===== src/rtl/seg7_scan_capture.sv =====
//==============================================================================
// Module      : seg7_scan_capture
// Description : Watches a multiplexed 4-digit active-low 7-segment bus and
//               reconstructs the 16-bit hex value being displayed. A digit is
//               committed once its anode/segment pattern has been stable for
//               STABLE_CYCLES synchronized samples.
//               Optional macro SEG7_CAPTURE_DP_EN adds decimal-point capture
//               (dp_out) and includes dp_n in the stability compare.
// Revision    : 1.0 - initial release
//==============================================================================
`default_nettype none

module seg7_scan_capture #(
  parameter int STABLE_CYCLES = 4,
  parameter int SYNC_STAGES   = 2
) (
  input  logic        clk,
  input  logic        rst,
  input  logic [3:0]  an_n,
  input  logic [6:0]  seg_n,
  input  logic        dp_n,
  output logic [15:0] hex_out,
  output logic [3:0]  digit_valid,
  output logic        frame_strobe,
  output logic        code_err
`ifdef SEG7_CAPTURE_DP_EN
  ,
  output logic [3:0]  dp_out
`endif
);

  localparam logic [1:0] S_IDLE  = 2'd0;
  localparam logic [1:0] S_DWELL = 2'd1;
  localparam logic [1:0] S_HELD  = 2'd2;
  localparam logic [7:0] CNT_LAST = 8'(STABLE_CYCLES - 1);
  localparam logic [6:0] SEG_BLANK = 7'b1111111;

  // Synchronizer chains; reset to all-ones so the bus looks idle.
  logic [SYNC_STAGES-1:0][3:0] an_sync_q;
  logic [SYNC_STAGES-1:0][6:0] seg_sync_q;
  logic [3:0] an_s;
  logic [6:0] seg_s;

`ifdef SEG7_CAPTURE_DP_EN
  localparam int CMP_W = 12;
  logic [SYNC_STAGES-1:0] dp_sync_q;
  logic dp_s;
  logic [3:0] dp_q, dp_d;
`else
  localparam int CMP_W = 11;
  logic dp_unused;
  assign dp_unused = dp_n;
`endif

  // Shift the raw bus through the synchronizer stages.
  always_ff @(posedge clk) begin
    if (rst) begin
      an_sync_q  <= '1;
      seg_sync_q <= '1;
`ifdef SEG7_CAPTURE_DP_EN
      dp_sync_q  <= '1;
`endif
    end else begin
      an_sync_q  <= {an_sync_q[SYNC_STAGES-2:0], an_n};
      seg_sync_q <= {seg_sync_q[SYNC_STAGES-2:0], seg_n};
`ifdef SEG7_CAPTURE_DP_EN
      dp_sync_q  <= {dp_sync_q[SYNC_STAGES-2:0], dp_n};
`endif
    end
  end

  assign an_s  = an_sync_q[SYNC_STAGES-1];
  assign seg_s = seg_sync_q[SYNC_STAGES-1];

  logic [CMP_W-1:0] cmp_s, prev_q;
`ifdef SEG7_CAPTURE_DP_EN
  assign dp_s  = dp_sync_q[SYNC_STAGES-1];
  assign cmp_s = {an_s, seg_s, dp_s};
`else
  assign cmp_s = {an_s, seg_s};
`endif

  // Previous-cycle snapshot used for the stability compare.
  always_ff @(posedge clk) begin
    if (rst) prev_q <= '1;
    else     prev_q <= cmp_s;
  end

  logic       same;
  logic [3:0] an_act;
  logic       sel_valid;
  logic [1:0] sel_idx;
  logic [3:0] sel_oh;

  assign same      = (cmp_s == prev_q);
  assign an_act    = ~an_s;
  // Exactly one anode low: non-zero and a power of two.
  assign sel_valid = (an_act != 4'd0) && ((an_act & (an_act - 4'd1)) == 4'd0);
  assign sel_oh    = 4'b0001 << sel_idx;

  // Index of the selected digit (meaningful only when sel_valid).
  always_comb begin
    sel_idx = 2'd0;
    for (int i = 0; i < 4; i++) begin
      if (an_act[i]) sel_idx = 2'(i);
    end
  end

  // Segment pattern to {glyph_ok, nibble}.
  function automatic logic [4:0] decode(input logic [6:0] s);
    case (s)
      7'b0000001: decode = 5'h10;
      7'b1001111: decode = 5'h11;
      7'b0010010: decode = 5'h12;
      7'b0000110: decode = 5'h13;
      7'b1001100: decode = 5'h14;
      7'b0100100: decode = 5'h15;
      7'b0100000: decode = 5'h16;
      7'b0001111: decode = 5'h17;
      7'b0000000: decode = 5'h18;
      7'b0000100: decode = 5'h19;
      7'b0001000: decode = 5'h1A;
      7'b1100000: decode = 5'h1B;
      7'b0110001: decode = 5'h1C;
      7'b1000010: decode = 5'h1D;
      7'b0110000: decode = 5'h1E;
      7'b0111000: decode = 5'h1F;
      default:    decode = 5'h00;
    endcase
  endfunction

  logic [1:0] state_q, state_d;
  logic [7:0] cnt_q, cnt_d;

  // FSM state and dwell counter registers.
  always_ff @(posedge clk) begin
    if (rst) begin
      state_q <= S_IDLE;
      cnt_q   <= 8'd0;
    end else begin
      state_q <= state_d;
      cnt_q   <= cnt_d;
    end
  end

  // Next-state logic: count identical samples, restart on any change.
  always_comb begin
    state_d = state_q;
    cnt_d   = cnt_q;
    case (state_q)
      S_IDLE: begin
        if (sel_valid) begin
          state_d = S_DWELL;
          cnt_d   = 8'd1;
        end
      end
      S_DWELL: begin
        if (!same) begin
          if (sel_valid) cnt_d = 8'd1;
          else           state_d = S_IDLE;
        end else begin
          cnt_d = cnt_q + 8'd1;
          if (cnt_q == CNT_LAST) state_d = S_HELD;
        end
      end
      S_HELD: begin
        if (!same) begin
          if (sel_valid) begin
            state_d = S_DWELL;
            cnt_d   = 8'd1;
          end else begin
            state_d = S_IDLE;
          end
        end
      end
      default: state_d = S_IDLE;
    endcase
  end

  logic        commit;
  logic [4:0]  dec;
  logic [15:0] hex_q, hex_d;
  logic [3:0]  valid_q, valid_d;
  logic [3:0]  seen_q, seen_d;
  logic        frame_q, frame_d;
  logic        err_q, err_d;

  assign commit = (state_q == S_DWELL) && same && (cnt_q == CNT_LAST);
  assign dec    = decode(seg_s);

  // Output logic: apply a commit to the captured value and frame tracking.
  always_comb begin
    hex_d   = hex_q;
    valid_d = valid_q;
    seen_d  = seen_q;
    frame_d = 1'b0;
    err_d   = 1'b0;
`ifdef SEG7_CAPTURE_DP_EN
    dp_d    = dp_q;
`endif
    if (commit) begin
      seen_d = seen_q | sel_oh;
      if (dec[4]) begin
        hex_d[{sel_idx, 2'b00} +: 4] = dec[3:0];
        valid_d[sel_idx]             = 1'b1;
      end else begin
        valid_d[sel_idx] = 1'b0;
        if (seg_s != SEG_BLANK) err_d = 1'b1;
      end
      if (seen_d == 4'hF) begin
        frame_d = 1'b1;
        seen_d  = 4'h0;
      end
`ifdef SEG7_CAPTURE_DP_EN
      dp_d[sel_idx] = ~dp_s;
`endif
    end
  end

  // Captured value, flags and one-cycle pulses.
  always_ff @(posedge clk) begin
    if (rst) begin
      hex_q   <= 16'h0000;
      valid_q <= 4'h0;
      seen_q  <= 4'h0;
      frame_q <= 1'b0;
      err_q   <= 1'b0;
`ifdef SEG7_CAPTURE_DP_EN
      dp_q    <= 4'h0;
`endif
    end else begin
      hex_q   <= hex_d;
      valid_q <= valid_d;
      seen_q  <= seen_d;
      frame_q <= frame_d;
      err_q   <= err_d;
`ifdef SEG7_CAPTURE_DP_EN
      dp_q    <= dp_d;
`endif
    end
  end

  assign hex_out      = hex_q;
  assign digit_valid  = valid_q;
  assign frame_strobe = frame_q;
  assign code_err     = err_q;
`ifdef SEG7_CAPTURE_DP_EN
  assign dp_out       = dp_q;
`endif

endmodule

`default_nettype wire

===== config.mk =====
export PLATFORM = sky130hd
export DESIGN_NAME = seg7_scan_capture
export DESIGN_NICKNAME = d
export VERILOG_FILES = /design/src/rtl/seg7_scan_capture.sv
export SDC_FILE = /design/constraint.sdc
export NUM_CORES = 1
export LEC_CHECK = 0
export BUFFER_PORTS_ARGS = -buffer_cell sky130_fd_sc_hd__clkbuf_2
export CAP_MARGIN = 5
export CORE_MARGIN = 3
export CORE_UTILIZATION = 60
export CTS_BUF_LIST = sky130_fd_sc_hd__clkbuf_8
export DETAILED_ROUTE_END_ITERATION = 10
export MAX_ROUTING_LAYER = met4
export PLACE_DENSITY = 0.85
export SLEW_MARGIN = 20
export SYNTH_ARGS = -nofsm -noshare
export SYNTH_HDL_FRONTEND = slang
export SYNTH_SLANG_ARGS = --single-unit

===== constraint.sdc =====
create_clock -name clk -period 2.6 [get_ports clk]
set_input_delay 0.39 -clock clk [delete_from_list [all_inputs] [get_ports clk]]
set_output_delay 0.39 -clock clk [all_outputs]
set_load 0.01 [all_outputs]

==> flow_summary.toml, run 1 <==
[drt]
postRouteAntennaNets = 0
first_pass_iters = 4
viasPerCell = 5.48
drt-wirelength-per-cell_um = 13.7
drc = 0
vias = 2555
first_iter_violations = 130
wl_um = 6390

[cells_and_area]
layout-drive-gt1-share_pct = 25.5
instances_no_fill = 466
synthToLayoutAreaGrowth_pct = 11.2
nets = 414
final_core_util_pct = 70.3
layout_common_cells = "dfxtp_1, or2_2, clkbuf_2, nand2_1, nor2_1"
mostFrequentLayoutCell = "dfxtp_1"
diodes = 0

[outcome]
status = "complete, no violations"

[clocking]
ctsLongestPathBuffers = 2
h-tree-depth = 3
clk_transition_reported_paths_ns = 0.07
ctsResizeCount = 0
cts_buffers = 9
cts_root_buffer = "clkbuf_8"
clkSinkCount = 69
cts_tree = "yes"
clock_latency_ns = 0.33
postCtsHoldBufs = 0
cts_setup_buffers = 0

[critical_path]
worst_r2r_path_depth = 6
worstSetupPathType = "reg -> reg"
start_kind = "flop"
setup.worst_path.end_class = "flop"
regToRegEndpoint = "hex_out[9]"
critPathArrivalTime_ns = 2.65
worstReg2RegStart = "seg_s[5]"
worst-path-max-fanout = 15
crit_required_ns = 2.81
rrSetupSlack_ns = 0.16

[global_routing]
grt_pass1_wl_um = 10800
grt_pass1_vias = 2401
grt_usage_pct = 21.9
gr-total-overflow = 0
antenna_found_initial = 0
grt_max_degree = 38

[floorplanning]
initial_utilization_pct = 63.2
io_pins = 36
dieHeight_um = 80.0
design.core.area_mm2 = 0.00520
die-width_um = 80.0
num_rows = 26
die_area_mm2 = 0.00640

[timing]
rsz0062_at_grt = "no"
max_slew_margin_pct = 51.8
finalSetupTns_ns = 0
fin_skew_ns = 0.00877
maxSlewViolCount = 0
period_share_pct = 93.8
hold_violations = 0
holdWs_ns = 0.239
setup_viol = 0
worstMarginPinSlew_ns = 0.713
timing.fmax_mhz = 410
finalCriticalPeriod_ns = 2.44

[power_and_ir_drop]
power_per_cell_area_mw_per_mm2 = 585
p_int_uw = 1630
clock_power_share_pct = 40.5
combPwrFrac_pct = 7.6
p_leak_uw = 0.00146
seqPwrFrac_pct = 51.8
p_sw_uw = 515
irDropWorstVdd_mv = 0.409
power_switching_share_pct = 24.1

[synth]
syn_nets = 384
yosysTopAreaCellShare_pct = 42.0
seq_area_frac_synth_pct = 42.0
yosysWarningCount = 0
ys_ff_latch = 69
netlist_top_cells_area = "dfxtp_1, or2_2, mux2i_1, xnor2_1, ha_1"
syn-instance-count = 361
synth_ff_type = "dfxtp_1"
yosysTopAreaCell = "dfxtp_1"
syn_area_mm2 = 0.00329
synth_edf_count = 0
ys_types = 54
synth-async-reset-ratio_pct = 0
postSynthAreaPerCell_um2 = 9.11

[hold_path]
hold_end = "seg_sync_q[5]"
hold_class = "in -> reg"
min_from = "seg_n[5]"
hold-path-cell-count = 2

[flow_run]
drv_cap = 0

[placed_design]
dp_hpwl_um = 4470
gp_congestion = 0.853
port_buffers = 34
dpl.cell_count = 450
how the worst max path moves through the flow:
| stage | startpoint | end | slack (ns) | cells past startpoint |
|---|---|---|---|---|
| finish | seg_s[5] | hex_out[9] | 0.16 | 6 |
| global route | seg_s[5] | hex_out[11] | 0.04 | 6 |
| CTS | seg_s[5] | hex_out[1] | 0.19 | 6 |
| detailed placement | seg_s[5] | hex_out[1] | 0.20 | 6 |
| global placement | seg_s[1] | hex_out[10] | 0.26 | 6 |
| floorplan | seg_s[6] | cnt_q[4] | 0.59 | 8 |
kinds of logic (layout without fill, tap and decap cells):
group / count (synthesis) / in the layout / share of synthesized area [%]
and+or+nand+nor: 167 / 167 / 29.4
xor gates and xnor gates: 14 / 14 / 3.73
adders and majority gates: 10 / 10 / 3.73
muxes: 17 / 17 / 5.17
buffers and inverters: 30 / 65 / 5.37
AOI/OAI and AO/OA: 54 / 54 / 10.6
DFF: 69 / 69 / 42.0
power groups by stage:
stage	clock network, uW	registers, uW	logic, uW
after global routing	934	1110	183
after detailed placement	0	1130	163
after floorplan	0	1120	136
after global placement	0	1130	158
final	867	1110	163
after CTS	881	1110	164
per-layer routing:
layer	wire length (um)	share of wire [%]	vias up	GRT usage (%)
li1	-	-	1301	-
met4	76	1.2	0	9.12
met5	0	0	-	-
met1	2870	45	1177	27.2
met2	3150	49	68	34.9
met3	292	4.6	9	4.18
state kept, by name, summed over array words and instances (netlist names), named ones only:
register      cells
hex_out          16
prev_q           11
an_s              4
frame_strobe      1
code_err          1
seen_q            4
state_q           2
seg_s             7
cnt_q             8
an_sync_q         4
seg_sync_q        7
Yosys cell counts, types with 3 or more instances:
cell,number
buf_4,3
nor2_1,21
nor2b_1,9
xnor2_1,13
and3_1,6
nand3_1,9
a21oi_1,16
nor4b_1,4
nand2b_1,18
dfxtp_1,69
nand4_1,5
buf_2,6
a31oi_1,5
mux2i_1,17
ha_1,9
inv_1,7
and3b_1,4
nand2_1,30
nor3_1,8
o22ai_1,3
nor4_1,3
clkbuf_1,8
o21ai_0,11
buf_6,6
or2_2,35
area by class of cell:
type	count	area, um^2
clock buffers	10	138
clock inverters	6	63.8
fillers	402	1550
inverters	7	26.3
multi-input cells	262	1730
flip-flops and latches	69	1380
well taps	70	87.6
repair buffers	42	230
critical path, cell delays in order (launching register included):
cell     delay [ns]
dfxtp_1        0.65
nor2_1         0.14
and3_1         0.22
a32oi_2        0.19
or4b_1         0.63
and3_1         0.34
mux2i_1        0.15
stage by stage:
| stage | setup WS (ns) | power (uW) | cell area [um^2] |
|---|---|---|---|
| final | 0.162 | 2140 | 3660 |
| after CTS | 0.185 | 2150 | 3660 |
| after floorplan | 0.587 | 1250 | 3290 |
| after global routing | 0.0360 | 2230 | 3660 |
| after global placement | 0.259 | 1290 | 3460 |
| after detailed placement | 0.204 | 1300 | 3460 |
Note: power is estimated with default switching activity, not from simulation.
==> run 2, diff against run 1 <==
--- a/config.mk
+++ b/config.mk
@@ -8,11 +8,11 @@
 export BUFFER_PORTS_ARGS = -buffer_cell sky130_fd_sc_hd__clkbuf_2
 export CAP_MARGIN = 5
 export CORE_MARGIN = 3
-export CORE_UTILIZATION = 60
-export CTS_BUF_LIST = sky130_fd_sc_hd__clkbuf_8
+export CORE_UTILIZATION = 58
+export CTS_BUF_LIST = sky130_fd_sc_hd__clkbuf_8 sky130_fd_sc_hd__clkbuf_16
 export DETAILED_ROUTE_END_ITERATION = 10
 export MAX_ROUTING_LAYER = met4
-export PLACE_DENSITY = 0.85
+export PLACE_DENSITY = 0.83
 export SLEW_MARGIN = 20
 export SYNTH_ARGS = -nofsm -noshare
 export SYNTH_HDL_FRONTEND = slang
==> constraint.sdc (replaced) <==
create_clock -name clk -period 2.64 [get_ports clk]
set_input_delay 0.396 -clock clk [delete_from_list [all_inputs] [get_ports clk]]
set_output_delay 0.396 -clock clk [all_outputs]
set_load 0.01 [all_outputs]
==> flow_summary.toml, run 2 (same netlist as run 1, synthesis figures left out) <==
[power_and_ir_drop]
power_switching_share_pct = 25.8
p_leak_uw = 0.00145
combPwrFrac_pct = 7.4
p_int_uw = 1590
clock_power_share_pct = 41.6
seqPwrFrac_pct = 51.0
p_sw_uw = 553
power_per_cell_area_mw_per_mm2 = 586
irDropWorstVdd_mv = 0.600
fin_total_pwr_uw = 2140

[drt]
postRouteAntennaNets = 0
drc = 0
first_pass_iters = 4
wl_um = 6220
viasPerCell = 5.45
first_iter_violations = 150
vias = 2533
drt-wirelength-per-cell_um = 13.4

[clocking]
clk_transition_reported_paths_ns = 0.08
clkSinkCount = 69
ctsResizeCount = 0
postCtsHoldBufs = 0
h-tree-depth = 3
ctsLongestPathBuffers = 2
cts_buffers = 9
cts_tree = "yes"
clock_latency_ns = 0.35
cts_root_buffer = "clkbuf_8"
cts_setup_buffers = 0

[floorplanning]
design.core.area_mm2 = 0.00530
die_area_mm2 = 0.00661
die-width_um = 81.3
num_rows = 26
dieHeight_um = 81.3
initial_utilization_pct = 62.0
io_pins = 36

[cells_and_area]
layout_common_cells = "dfxtp_1, or2_2, clkbuf_2, nand2_1, nor2_1"
largest_register_ff_count = 16
fillCellCount = 421
mostFrequentLayoutCell = "dfxtp_1"
layout-drive-gt1-share_pct = 25.6
diodes = 0
instances_no_fill = 465
nets = 413
synthToLayoutAreaGrowth_pct = 11.1

[critical_path]
rrSetupSlack_ns = 0.19
start_kind = "flop"
slowest_delay_ns = 0.65
worst-path-max-fanout = 15
critPathMostFrequentCell = "and3_1"
setup.worst_path.end_class = "flop"
worstSetupPathType = "reg -> reg"
slowest_stage = "dfxtp_1"
worst_r2r_path_depth = 6
critPathArrivalTime_ns = 2.68
crit_required_ns = 2.87
worstPathCellList = "nor2_1 -> and3_1 -> a32oi_2 -> or4b_1 -> and3_1 -> mux2i_1"

[global_routing]
grt_pass1_wl_um = 10600
grt_pass1_vias = 2300
grt_usage_pct = 21.3
grt_max_degree = 58
antenna_found_initial = 0
gr-total-overflow = 0

[timing]
timing.fmax_mhz = 408
rsz0062_at_grt = "no"
finalCriticalPeriod_ns = 2.45
fin_skew_ns = 0.00959
setup_viol = 0
period_share_pct = 92.8
finalSetupTns_ns = 0
max_slew_margin_pct = 54.3
maxSlewViolCount = 0
worstMarginPinSlew_ns = 0.675
hold_violations = 0

[hold_path]
hold-path-cell-count = 2
hold_class = "in -> reg"

[placed_design]
dpl.cell_count = 449
port_buffers = 34
dp_hpwl_um = 4260
gp_congestion = 0.830

[outcome]
status = "complete, no violations"

[flow_run]
drv_cap = 0
## run 2: power groups by stage
stage               registers, uW  logic [uW]  clock network [uW]
global placement             1120         153                   0
finish                       1090         159                 890
detailed placement           1120         159                   0
global route                 1100         177                 954
floorplan                    1100         134                   0
CTS                          1090         159                 902
## run 2: cell type report
cell class / count / area (um^2) / area share (%)
Multi-Input combinational cell: 262 / 1730 / 47.3
Sequential cell: 69 / 1380 / 37.8
Timing Repair Buffer: 41 / 223 / 6.09
Clock buffer: 9 / 124 / 3.39
Tap cell: 70 / 87.6 / 2.40
Clock inverter: 7 / 82.6 / 2.26
Inverter: 7 / 26.3 / 0.719
## run 2: worst max-delay path: cells and delay by family, from the launching register on
kind	cells	cell delay [ns]
mux	1	0.16
compound gates	1	0.19
simple gates	4	1.34
flops	1	0.65
## run 2: metrics by stage
step / utilization (%) / cell area (um^2) / hold slack [ns] / setup WS [ns]
floorplan: - / 3290 / 0.389 / 0.627
global route: 68.9 / 3650 / 0.208 / 0.0657
global placement: 65.0 / 3450 / 0.391 / 0.299
detailed placement: 65.0 / 3450 / 0.392 / 0.234
finish: 68.9 / 3650 / 0.226 / 0.189
CTS: 68.9 / 3650 / 0.211 / 0.183
## run 2: per-layer routing
layer / track usage [%] / vias to the layer above / part of all wire [%] / wire length [um]
met5: - / - / 0 / 0
met4: 9.12 / 0 / 0.96 / 60
met2: 33.2 / 47 / 48 / 3000
met1: 25.9 / 1177 / 47 / 2910
li1: - / 1299 / - / -
met3: 5.65 / 10 / 4.0 / 249
## run 2: worst paths after layout
kind,from,end
worst max-delay path,seg_s[5],hex_out[6]
worst min-delay path,seg_n[2],seg_sync_q[2]
worst max register to register,seg_s[5],hex_out[6]
worst min register to register,seg_sync_q[5],seg_s[5]
